`config.mk`:
```
export PLATFORM = sky130hd
export DESIGN_NAME = bcd_sub_serial
export DESIGN_NICKNAME = d
export VERILOG_FILES = /design/src/rtl/bcd_pkg.sv /design/src/rtl/bcd_digit_sub.sv /design/src/rtl/bcd_sub_serial.sv
export SDC_FILE = /design/constraint.sdc
export NUM_CORES = 1
export LEC_CHECK = 0
export CORE_MARGIN = 2
export CORE_UTILIZATION = 53
export DETAILED_ROUTE_END_ITERATION = 10
export PLACE_DENSITY = 0.83
export SLEW_MARGIN = 15
export SYNTH_ARGS = -nofsm -noshare
export SYNTH_HDL_FRONTEND = slang
export SYNTH_SLANG_ARGS = --single-unit
```
`constraint.sdc`:
```
create_clock -name CLK -period 3.4 [get_ports CLK]
set_input_delay 0.51 -clock CLK [delete_from_list [all_inputs] [get_ports CLK]]
set_output_delay 0.51 -clock CLK [all_outputs]
set_load 0.02 [all_outputs]
```
`src/rtl/bcd_pkg.sv`:
```
// bcd_pkg: shared state encoding and BCD constants for the serial BCD subtractor.
package bcd_pkg;
    typedef enum logic [1:0] {IDLE, SUB, RECOMP, FIN} state_t;
    localparam int BCD_DIGIT_W = 4;
    localparam logic [4:0] BCD_TEN = 5'd10;
    localparam logic [3:0] BCD_MAX_DIGIT = 4'd9;
endpackage

```
`src/rtl/bcd_digit_sub.sv`:
```
// bcd_digit_sub: one BCD digit of a - b - bi with borrow out and invalid-digit flag.
module bcd_digit_sub
    import bcd_pkg::*;
(
    input  logic [3:0] a,
    input  logic [3:0] b,
    input  logic       bi,
    output logic [3:0] d,
    output logic       bo,
    output logic       bad
);
    logic [4:0] w_t;
    logic [4:0] w_adj;
    assign w_t   = {1'b0, a} - {1'b0, b} - {4'b0, bi};
    assign w_adj = w_t + BCD_TEN;
    assign bo    = w_t[4];
    assign d     = bo ? w_adj[3:0] : w_t[3:0];
    assign bad   = (a > BCD_MAX_DIGIT) | (b > BCD_MAX_DIGIT);
endmodule

```
`src/rtl/bcd_sub_serial.sv`:
```
// bcd_sub_serial: digit-serial packed-BCD subtractor D = A - B - BIN, LSD first.
// Define BCD_SUB_SIGN_MAG_EN to return sign/magnitude instead of ten's complement.
module bcd_sub_serial
    import bcd_pkg::*;
#(
    parameter int DIGITS = 2
) (
    input  logic                  CLK,
    input  logic                  RST,
    input  logic                  START,
    input  logic [4*DIGITS-1:0]   A,
    input  logic [4*DIGITS-1:0]   B,
    input  logic                  BIN,
    output logic                  BUSY,
    output logic                  DONE,
    output logic [4*DIGITS-1:0]   D,
    output logic                  BOUT,
    output logic                  ERR
);
    localparam int W  = BCD_DIGIT_W * DIGITS;
    localparam int CW = $clog2(DIGITS + 1);
    state_t          r_state;
    logic [CW-1:0]   r_cnt;
    logic [W-1:0]    r_a, r_b, r_w, r_d;
    logic            r_bor, r_err, r_bout, r_err_o;
    logic [3:0]      w_da, w_db, w_dig;
    logic            w_bo, w_bad, w_last;
    logic [W-1:0]    w_next;
    // RECOMP negates the partial result in place: 0 - D_i - borrow.
    assign w_da   = (r_state == RECOMP) ? 4'd0 : r_a[3:0];
    assign w_db   = (r_state == RECOMP) ? r_w[3:0] : r_b[3:0];
    assign w_last = r_cnt == CW'(DIGITS - 1);
    assign w_next = (r_w >> BCD_DIGIT_W) | (W'(w_dig) << (W - BCD_DIGIT_W));
    bcd_digit_sub u_dig (.a(w_da), .b(w_db), .bi(r_bor), .d(w_dig), .bo(w_bo), .bad(w_bad));
    always_ff @(posedge CLK) begin
        if (RST) begin
            r_state <= IDLE;
            r_cnt   <= '0;
            r_a     <= '0;
            r_b     <= '0;
            r_w     <= '0;
            r_d     <= '0;
            r_bor   <= 1'b0;
            r_err   <= 1'b0;
            r_bout  <= 1'b0;
            r_err_o <= 1'b0;
        end else begin
            case (r_state)
                IDLE: if (START) begin
                    r_a     <= A;
                    r_b     <= B;
                    r_w     <= '0;
                    r_bor   <= BIN;
                    r_err   <= 1'b0;
                    r_cnt   <= '0;
                    r_state <= SUB;
                end
                SUB: begin
                    r_a   <= r_a >> BCD_DIGIT_W;
                    r_b   <= r_b >> BCD_DIGIT_W;
                    r_w   <= w_next;
                    r_bor <= w_bo;
                    r_err <= r_err | w_bad;
                    r_cnt <= r_cnt + 1'b1;
                    if (w_last) begin
`ifdef BCD_SUB_SIGN_MAG_EN
                        if (w_bo) begin
                            r_state <= RECOMP;
                            r_bor   <= 1'b0;
                            r_cnt   <= '0;
                        end else
`endif
                        begin
                            r_state <= FIN;
                            r_d     <= w_next;
                            r_bout  <= w_bo;
                            r_err_o <= r_err | w_bad;
                        end
                    end
                end
`ifdef BCD_SUB_SIGN_MAG_EN
                RECOMP: begin
                    r_w   <= w_next;
                    r_bor <= w_bo;
                    r_cnt <= r_cnt + 1'b1;
                    if (w_last) begin
                        r_state <= FIN;
                        r_d     <= w_next;
                        r_bout  <= 1'b1;
                        r_err_o <= r_err;
                    end
                end
`endif
                default: r_state <= IDLE;
            endcase
        end
    end
    assign BUSY = (r_state == SUB) | (r_state == RECOMP);
    assign DONE = r_state == FIN;
    assign D    = r_d;
    assign BOUT = r_bout;
    assign ERR  = r_err_o;
endmodule
```
Word level (Yosys, flattened, before mapping). Cells that the tools add are included.

Flip-flop bits (word level): 40. Input port bits: 20. Output and inout bits: 12. Logic and storage cells: 49.

Add/sub/neg operators: 4. Magnitude comparators: 2. Equality and inequality tests: 6. Multiplexer cells: 18. Bitwise operators: 4. Reduce and logical (&&, ||, !) cells: 5.

Operator list (number): one-hot mux 8 bit (2 select lines) (3); 2-to-1 mux 8 bit (3); 2-to-1 mux 4 bit (3); greater-than comparator 4 bit, second input constant (2); OR 4 x 8 -> 8 bit (1); one-hot mux 2 bit (2 select lines) (2); 2-to-1 mux 2 bit (3); AND reduction 2 bit (3); subtractor 4 x 4 -> 5 bit (1); subtractor 5 x 1 -> 5 bit (1); adder 4 bit, second input constant (1); == test 2 x 1 -> 1 bit, second input constant (2); == test 2 bit, second input constant (2); != test 2 bit, second input constant (2); one-hot mux 1 bit (2 select lines) (2); OR 1 bit (3); adder 2 x 1 -> 2 bit, second input constant (1); logical NOT 2 bit (1); 2-to-1 mux 1 bit (2); nonzero test 2 bit (1).

Depth between registers and ports, before layout.
Depth in word-level cells: 8. Gate-level depth with buffers: 13. Gate-level depth less buffers: 12.

Modules after synthesis. Synthesis repeated with hierarchy kept, for this count alone.

Cells, all modules: 232. Area, all modules: 2095.8 sq um.

Modules (own cells, without submodules): bcd_sub_serial (times used 1, cells an instance 197, area an instance 1808.0 sq um, sequential area each 800.8 sq um); bcd_digit_sub (times used 1, cells an instance 35, area an instance 287.8 sq um, sequential area each 0.0 sq um).

Worst setup path before layout. Ideal clock, no wire load.

Path type: reg2reg. Start point: register r_state[0]. End point: register r_w[6]. Setup time: 0.128 ns. Arrival: 2.888 ns. Required time: 3.272 ns. Path slack: 0.385 ns. Stages on the path, launching flop included: 14. Buffers on the path: 1. Period minus slack after synthesis: 3.015 ns. Path through: dfxtp_1 -> inv_1 -> ha_1 -> buf_6 -> mux2i_1 -> fa_1 -> fa_1 -> xor2_1 -> ha_1 -> nor3b_1 -> a211oi_1 -> o221ai_1 -> a22oi_1 -> nor2_1.

Cells in the longest elaborated chain, start to end: 8. Elaborated cells between the ends (all ways): 14. Those cells by class: add/sub (3); eq/ne (3); mux (4); bitwise (1); reduce/logical (3).

RTL lines: from (decl) (RTL line bcd_sub_serial.sv:22) `state_t r_state;`; from (signal assigned) (RTL line bcd_sub_serial.sv:37) `r_state <= IDLE;`; from (signal assigned) (RTL line bcd_sub_serial.sv:56) `r_state <= SUB;`; from (signal assigned) (RTL line bcd_sub_serial.sv:74) `r_state <= FIN;`; == test 2 bit (RTL line bcd_sub_serial.sv:30, bcd_sub_serial.sv:31); 2-to-1 mux 4 bit, on equally long branches (RTL line bcd_sub_serial.sv:30, bcd_sub_serial.sv:31); subtractor 4 x 4 -> 5 bit (RTL line bcd_digit_sub.sv:14) `assign w_t = {1'b0, a} - {1'b0, b} - {4'b0, bi};`; subtractor 5 x 1 -> 5 bit (RTL line bcd_digit_sub.sv:14); adder 4 bit (RTL line bcd_digit_sub.sv:15) `assign w_adj = w_t + BCD_TEN;`; 2-to-1 mux 4 bit (RTL line bcd_digit_sub.sv:17) `assign d = bo ? w_adj[3:0] : w_t[3:0];`; OR 4 x 8 -> 8 bit (RTL line bcd_sub_serial.sv:33) `assign w_next = (r_w >> BCD_DIGIT_W) | (W'(w_dig) << (W - BCD_DIGIT_W));`; one-hot mux 8 bit (2 select lines) (RTL line bcd_sub_serial.sv:48) `case (r_state)`; to (signal assigned) (RTL line bcd_sub_serial.sv:61) `r_w <= w_next;`; to (decl) (RTL line bcd_sub_serial.sv:24) `logic [W-1:0] r_a, r_b, r_w, r_d;`.

Parallel ways exist; a longest one is shown, timed or not. A chain may end at the register's enable or synchronous reset.

Worst setup path after layout. Ends and elaborated chain as after synthesis.

==> flow_summary.json <==
{
  "run_status": "finished, final reports clean",
  "clk_pin_slew_ps": 70,
  "async_reset_ff_share_pct": 0,
  "hold_path_depth": 2,
  "post_cts_buffers": 0,
  "start_kind": "flop",
  "synth_seq_area_share_pct": 40.1,
  "hold_ws_ps": 454,
  "ys_seq_elements": 40,
  "clkLatencyLatePin_ps": 300,
  "cts_tree": "yes",
  "fin_skew_ps": 7.36,
  "die_y_microns": 65.4,
  "synth_top_cell_by_area": "dfxtp_1",
  "r2r_slack_ps": 250,
  "grt_pass1_vias": 1593,
  "crit_path_end_kind": "flop",
  "hold_end": "D[3]",
  "crit_type": "flop to flop",
  "critPathTopFamily": "adder cells",
  "r2r_start": "r_state[0]",
  "drcViolationCount": 0,
  "wl_microns": 4010,
  "yosysWarnings": 0,
  "num-nets-final": 299,
  "pwr-share-comb_pct": 47.4,
  "cts_buffers": 5,
  "p_clk_share_pct": 17.8,
  "syn-cell-area_sq_um": 2000,
  "power.density_nw_per_um2": 700,
  "wl_met1_microns": 1830,
  "die-area_sq_um": 4270,
  "power.leakage_nw": 0.911,
  "worst-path-buf-inv": 1,
  "firstDrtPassIters": 4,
  "crit_path_top_delay_cell": "fa_1",
  "synth.top_cell.area_share_pct": 40.1,
  "r2r_end": "r_w[6]",
  "finalSetupViolations": 0,
  "drv_cap": 0,
  "num_vias": 1678,
  "synthTopCellsByArea": "dfxtp_1 40%, nand2_1 7.5%, ha_1 6.3%",
  "hp-start": "D[3]",
  "antenna_found_initial": 0,
  "ir_drop_mv": 0.358,
  "layout_common_cells": "40 x dfxtp_1, 40 x nand2_1, 31 x clkdlybuf4s50_1, 27 x nor2_1, 24 x a21oi_1",
  "finalCritPeriodShare_pct": 92.8,
  "fill_cells": 310,
  "portBuffers": 31,
  "placementRows": 22,
  "slew_violations": 0,
  "die_w_microns": 65.4,
  "seqPwrFrac_pct": 34.8,
  "tns_ps": 0,
  "core-area_sq_um": 3630,
  "grt_pass1_wl_microns": 7040,
  "netlist_instances": 238,
  "top_layer_used": "met4",
  "area_growth_pct": 20.9,
  "worstMarginPinSlew_ps": 486,
  "switching_power_mw": 0.653,
  "grt_setup_unrepaired": "false",
  "grt_max_degree": 30,
  "ys.flop_type": "dfxtp_1",
  "place_congestion": 0.842,
  "timing.slew.headroom_pct": 67.5,
  "crit_chain": "inv_1, ha_1, mux2i_1, fa_1, fa_1, xor2_1, ha_1, nor3b_1, a211oi_1, o221ai_1, a22oi_1, nor2_1",
  "swShare_pct": 38.7,
  "hold_path_class": "flop to flop",
  "io_pins": 32,
  "critPathRequiredTime_ps": 3580,
  "synthDistinctLibCells": 38,
  "postCtsResizedCells": 0,
  "dpl.hpwl_microns": 2990,
  "hold_buffers": 0,
  "routed-wl-met3_microns": 220,
  "vias_per_cell": 5.33,
  "clock.fmax_ghz": 0.317,
  "h-tree-depth": 2,
  "fin_crit_ps": 3150,
  "grt_overflow_total": 0,
  "syn_nets": 270,
  "power.internal_mw": 1.04,
  "initial_core_util_pct": 55.0,
  "hold_viol": 0,
  "drt_iter0_markers": 91,
  "avgRoutedWirePerCell_microns": 12.7,
  "cts_buffer_depth": 2,
  "drive_above_1_share_pct": 6.37,
  "grtUsageTotal_pct": 21.5,
  "path_max_fanout": 5,
  "ant_nets": 0,
  "cts-root-buf": "clkbuf_8",
  "met2_length_microns": 1880,
  "rr_worst_depth": 12,
  "synth_edf_count": 0,
  "clkSinkCount": 40,
  "n_antenna_cell": 0,
  "worstPathArrival_ps": 3330,
  "synth_area_per_cell_sq_um": 8.39,
  "slowest_delay_ps": 480
}
## routing by layer
metal | vias to the layer above | GRT usage (%)
li1 | 870 | -
met1 | 748 | 25.6
met2 | 51 | 37.0
met3 | 9 | 5.48
met4 | 0 | 8.07
met5 | - | 0
## cells by family after synthesis
logic type | count (synthesis) | synth area share [%]
xor+xnor | 4 | 2.13
buf+inv | 21 | 4.76
flops | 40 | 40.1
simple gates | 96 | 22.0
mux | 12 | 6.14
compound gates | 53 | 16.6
fa+ha+maj | 12 | 8.27
## stage by stage
stage	utilization [%]	power (mW)	cells	worst slack, ps	area [sq um]
6_report	66.4	1.69	315	245	2410
2_1_floorplan	-	1.22	238	385	2000
4_1_cts	66.4	1.70	315	272	2410
3_5_place_dp	64.2	1.39	308	295	2330
3_3_place_gp	64.2	1.37	308	374	2330
5_1_grt	66.4	1.83	315	68.8	2410
## power groups by stage
stage | sequential (mW) | clock [mW] | combinational, mW
after floorplan | 0.589 | 0 | 0.631
after global placement | 0.596 | 0 | 0.776
after detailed placement | 0.597 | 0 | 0.798
after CTS | 0.587 | 0.309 | 0.799
after global routing | 0.596 | 0.327 | 0.909
final | 0.588 | 0.300 | 0.802
## flip-flops by register name, summed over array words and instances (netlist names)
register	count
r_err	1
r_b	8
r_a	8
r_w	8
ERR	1
BOUT	1
r_state	2
D	8
r_cnt	2
r_bor	1
## how the worst max path moves through the flow
stage | startpoint | to | slack, ps | cells past startpoint
2_1_floorplan | r_state[0] | r_w[6] | 380 | 13
5_1_grt | r_state[0] | D[6] | 70 | 12
3_3_place_gp | r_state[0] | r_w[6] | 370 | 12
3_5_place_dp | r_state[0] | r_w[6] | 290 | 12
4_1_cts | r_state[0] | r_w[6] | 270 | 12
6_report | r_state[0] | r_w[6] | 250 | 12
## cells in the mapped netlist (2+ instances only)
library cell,number
nand2_1,40
a211o_1,2
dfxtp_1,40
nand3_1,7
o21ai_1,2
o21ai_0,5
and2_1,3
mux2_2,2
a21oi_1,24
nor2_1,27
a211oi_1,12
mux2i_1,10
nor2b_1,3
clkbuf_1,5
buf_2,7
fa_1,2
xor2_1,2
nor3_1,3
inv_1,8
nor3b_1,3
ha_1,10
nand2b_1,5
## area by class of cell
cell class | count | area, sq um | share of cell area (%)
multi-input combinational | 177 | 1100 | 45.6
sequential | 40 | 801 | 33.2
timing repair buffer | 35 | 340 | 14.1
clock buffer | 5 | 68.8 | 2.85
tap | 48 | 60.1 | 2.49
inverter | 8 | 30.0 | 1.24
clock inverter | 2 | 12.5 | 0.518
## worst reg2reg max path: cells and delay by family, from the launching register on
| family | cells | cell delay, ps |
|---|---|---|
| fa+ha+maj | 4 | 1500 |
| compound gates | 3 | 550 |
| flops | 1 | 380 |
| xor+xnor | 1 | 190 |
| simple gates | 2 | 190 |
| mux | 1 | 150 |
| buf+inv | 1 | 80 |
No activity file was read; power rests on OpenSTA's default activity.
